`src/rtl/store_merge_unit.sv`:
```
// Store merge unit: turns byte/halfword/word stores into whole-word memory
// writes. Sub-word stores read the target word, splice in the new lane(s)
// and write it back; word stores go straight to the write cycle. Faulting
// stores (misaligned or illegal size) complete with err and never write.
module store_merge_unit #(
  parameter int ADDR_W = 12
) (
  input  logic              clk,
  input  logic              rst_n,
  input  logic              req,
  input  logic [2:0]        sel,
  input  logic [ADDR_W-1:0] addr,
  input  logic [31:0]       wdata,
  output logic              busy,
  output logic              done,
  output logic              err,
  output logic [ADDR_W-1:0] mem_addr,
  input  logic [31:0]       mem_rdata,
  output logic [31:0]       mem_wdata,
  output logic              mem_we
);

  localparam logic [1:0] StIdle  = 2'd0;
  localparam logic [1:0] StRead  = 2'd1;
  localparam logic [1:0] StWrite = 2'd2;
  localparam logic [1:0] StDone  = 2'd3;

  localparam logic [2:0] SelByte = 3'b000;
  localparam logic [2:0] SelHalf = 3'b001;
  localparam logic [2:0] SelWord = 3'b010;

  logic [1:0]        state_q, state_d;
  logic [2:0]        sel_q, sel_d;
  logic [ADDR_W-1:0] addr_q, addr_d;
  logic [31:0]       wdata_q, wdata_d;
  logic [31:0]       merge_q, merge_d;
  logic              err_q, err_d;
  logic              fault;
  logic [31:0]       merged;

  // Fault decode on the live request; only meaningful in the accept cycle.
  always_comb begin
    unique case (sel)
      SelByte: fault = 1'b0;
      SelHalf: fault = addr[0];
      SelWord: fault = (addr[1:0] != 2'b00);
      default: fault = 1'b1;
    endcase
  end

  // Splice the latched store data into the word currently read from memory.
  always_comb begin
    merged = mem_rdata;
    if (sel_q == SelHalf) begin
      if (addr_q[1]) merged[31:16] = wdata_q[15:0];
      else           merged[15:0]  = wdata_q[15:0];
    end else begin
      merged[{addr_q[1:0], 3'b000} +: 8] = wdata_q[7:0];
    end
  end

  // Next-state and latch control.
  always_comb begin
    state_d = state_q;
    sel_d   = sel_q;
    addr_d  = addr_q;
    wdata_d = wdata_q;
    merge_d = merge_q;
    err_d   = err_q;
    case (state_q)
      StIdle: begin
        if (req) begin
          sel_d   = sel;
          addr_d  = addr;
          wdata_d = wdata;
          err_d   = fault;
          if (fault)                state_d = StDone;
          else if (sel == SelWord)  state_d = StWrite;
          else                      state_d = StRead;
        end
      end
      StRead: begin
        merge_d = merged;
        state_d = StWrite;
      end
      StWrite: state_d = StDone;
      default: state_d = StIdle;
    endcase
  end

  // State and latched operands; reset aborts any operation in flight.
  always_ff @(posedge clk or negedge rst_n) begin
    if (!rst_n) begin
      state_q <= StIdle;
      sel_q   <= '0;
      addr_q  <= '0;
      wdata_q <= '0;
      merge_q <= '0;
      err_q   <= 1'b0;
    end else begin
      state_q <= state_d;
      sel_q   <= sel_d;
      addr_q  <= addr_d;
      wdata_q <= wdata_d;
      merge_q <= merge_d;
      err_q   <= err_d;
    end
  end

  // Outputs decode straight from registers so reset clears them immediately.
  assign busy      = (state_q != StIdle);
  assign done      = (state_q == StDone);
  assign err       = (state_q == StDone) & err_q;
  assign mem_we    = (state_q == StWrite);
  assign mem_addr  = {2'b00, addr_q[ADDR_W-1:2]};
  assign mem_wdata = (sel_q == SelWord) ? wdata_q : merge_q;

endmodule

```
`config.mk`:
```
export PLATFORM = sky130hd
export DESIGN_NAME = store_merge_unit
export DESIGN_NICKNAME = d
export VERILOG_FILES = /design/src/rtl/store_merge_unit.sv
export SDC_FILE = /design/constraint.sdc
export NUM_CORES = 1
export LEC_CHECK = 0
export ABC_CLOCK_PERIOD_IN_PS = 2200
export CORE_MARGIN = 4
export CORE_UTILIZATION = 30
export DETAILED_ROUTE_END_ITERATION = 8
export HOLD_SLACK_MARGIN = 0.1
export PLACE_DENSITY_LB_ADDON = 0.2
export SLEW_MARGIN = 20
export SYNTH_ARGS = -nofsm -noshare
export SYNTH_HDL_FRONTEND = slang
export SYNTH_SLANG_ARGS = --single-unit
```
`constraint.sdc`:
```
create_clock -name clk -period 2.2 [get_ports clk]
set_clock_uncertainty 0.15 [all_clocks]
set_input_delay 0.33 -clock clk [delete_from_list [all_inputs] [get_ports clk]]
set_output_delay 0.33 -clock clk [all_outputs]
set_load 0.005 [all_outputs]
```
==> run_results.csv <==
group,metric,value,unit
routing,detail-route-antenna-nets,0,
clock_network,root_buffer,"clkbuf_16",
placement,dp_hpwl,10200,um
floorplanning,core_area,14800,um2
grt,grt_max_degree,65,
finish,fin_cells,755,
setup_path,cp.arrival,1.63,ns
synth,syn_area_per_cell,10.4,um2
setup_path,path_cells,"nor3b_4 > buf_6 > buf_12 > nand2_1 > o21ai_0 > dlygate4sd2_1",
finish,nNetsFinal,659,
min_path,hp-class,"input pin to asynchronous set/reset pin",
floorplanning,dieArea,17400,um2
grt,globalRouteTotalUtil,16.5,%
clock_network,clk_latency,0.35,ns
clock_network,h-tree-depth,3,
sta,setup_viol,0,
placement,place.gp.congestion,0.807,
setup_path,crit_slowest_cell,"dfrtp_1",
setup_path,cp-start-kind,"flip-flop",
setup_path,cp.buffers_inverters,3,
placement,place_area,6110,um2
power_and_ir_drop,leakage,2.68,nW
placement,portBuffers,127,
grt,grt_pass1_wl,22600,um
synth,synth_edf_count,0,
routing,vias_per_cell,5.21,
run,max_cap_violations,0,
clock_network,clk_pin_slew,0.06,ns
run_status,status,"complete, no violations",
clock_network,clk_path_buf_depth,2,
grt,grt_pass1_vias,4008,
routing,drc_errors,0,
setup_path,required,1.72,ns
synth,synth.area.top_cells,"dfrtp_1 (45%), mux2_2 (19%), a221oi_1 (6.3%)",
synth,yosysUniqueCellTypes,33,
synth,synthesis.area,4600,um2
synth,synth_most_common_cell,"dfrtp_1",
clock_network,cts_tree,"done",
sta,post-route-period-util,96.0,%
setup_path,r2r_cells,6,
synth,ys.flop_type,"dfrtp_1",
sta,rsz0062_at_grt,"false",
setup_path,crit_start,"sel_q[2]",
synth,async_flop_share,100,%
sta,fin_crit,2.11,ns
power_and_ir_drop,cellPowerDensity,1430,nW/um2
setup_path,path_delay_family,"buffers and inverters",
floorplanning,die_w,132,um
routing,drtIter0Drc,170,
sta,fin_ws,0.0872,ns
synth,yosys_register_bits,82,
floorplanning,pin_count,130,
synth,yosys.area.top_type,"dfrtp_1",
setup_path,criticalPathCategory,"flip-flop to output pin",
grt,grt_overflow,0,
setup_path,cp.depth,6,
setup_path,critPathCaptureType,"output pin",
setup_path,r2r_slack,0.34,ns
placement,place_inst,733,
routing,dr_total_vias,3936,
synth,synthTopCellsByCount,"dfrtp_1 (82), mux2_2 (79), inv_1 (41), o21ai_1 (36), nand2_1 (34)",
clock_network,cts_num_sinks,82,
routing,first_pass_iters,4,
sta,setup_tns,0,ns
sta,drv_slew,0,
floorplanning,start_util,31.2,%
finish,drive_gt1_share,27.1,%
power_and_ir_drop,vdd_drop_max,0.000591,V
synth,synth-seq-area-share,44.6,%
floorplanning,rows,44,
routing,wl_per_cell,19.3,um
setup_path,path_max_fanout,26,
setup_path,cpPeakStageDelay,0.40,ns
synth,postSynthCellCount,441,
setup_path,r2r_end,"merge_q[19]",
finish,antenna_cells,0,
finish,synthToLayoutAreaGrowth,38.8,%
finish,final_core_util,43.3,%
placement,pre_cts_ws,0.0628,ns
synth,synth_top_area_share,44.6,%
sta,fmax,473,MHz
setup_path,r2r_start,"addr_q[1]",
setup_path,endpoint,"mem_wdata[1]",
routing,drt_wl_total,14600,um
clock_network,cts_buffers,9,
finish,design_area,6390,um2
floorplanning,die_h,132,um
sta,hold_viol,0,
grt,antenna_found_initial,0,
synth,ys.warnings.count,0,
-- sequential cells by signal (all words and copies together) (netlist names) --
register  cells
addr_q       12
err_q         1
merge_q      32
sel_q         3
wdata_q      32
state_q       2
-- how the worst min path moves through the flow --
| stage | slack (ns) | endpoint |
|---|---|---|
| 3_5_place_dp | 0.14 | merge_q[13] |
| 2_1_floorplan | -0.12 | addr_q[0] |
| 5_1_grt | 0.36 | wdata_q[28] |
| 3_3_place_gp | 0.14 | merge_q[13] |
| 6_report | 0.32 | wdata_q[12] |
| 4_1_cts | 0.33 | merge_q[12] |
-- power breakdown --
| group | internal (W) | switching, W | total [W] |
|---|---|---|---|
| sequential | 0.00226 | 0.000443 | 0.00271 |
| combinational | 0.00265 | 0.00240 | 0.00505 |
| clock | 0.000791 | 0.000613 | 0.00140 |
-- stage by stage --
stage                     total power (W)  hold slack [ns]
final                             0.00916            0.321
after floorplan                   0.00571           -0.116
after CTS                         0.00927            0.326
after global placement            0.00777            0.135
after detailed placement          0.00791            0.140
after global routing              0.00984            0.363
-- timing repair --
item	4_1_cts	5_1_grt
endpoints found under the hold margin	26	0
pin swaps	1	1
setup endpoints to repair	33	21
hold buffers	1	0
buffers inserted	3	0
gates cloned	2	1
resized for setup	84	30
-- cell type report --
type                       instances  area, um2
clock buffer                      13        250
sequential                        82       2050
clock inverter                     2       13.8
fill                            1408       8370
inverter                          41        154
timing repair buffer             158       1530
tap                              184        230
multi-input combinational        275       2150
-- cells in the final DEF (no fill, tap or decap), drive strengths merged --
master / instances
o2111ai: 1
nor3: 1
or4b: 1
o211a: 1
clkdlybuf4s50: 93
o21ai: 64
a211oi: 1
dfrtp: 82
nor4bb: 3
nand2b: 1
a221oi: 33
and2: 1
nand2: 34
o21a: 1
nor2: 1
clkinv: 2
ha: 10
dlygate4sd3: 1
dlymetal6s2s: 1
nor2b: 1
dlygate4sd2: 3
nand3b: 1
nor3b: 2
and4b: 1
conb: 2
a21oi: 2
clkbuf: 24
clkdlybuf4s15: 5
or3b: 1
o22ai: 33
inv: 41
mux2: 79
buf: 44
-- per-layer routing --
| metal | global-route usage (%) | share of wire (%) |
|---|---|---|
| met4 | 3.21 | 0.47 |
| met1 | 21.8 | 44 |
| met3 | 6.03 | 7.9 |
| met5 | 0 | 0 |
| met2 | 26.4 | 47 |
-- cells by family after synthesis --
| logic type | share of synthesized area, % |
|---|---|
| simple gates | 5.55 |
| fa+ha+maj | 2.72 |
| buf+inv | 9.03 |
| mux | 19.3 |
| compound gates | 18.7 |
| other cells | 0.0815 |
| flops | 44.6 |
(Power assumes the default switching activity.)
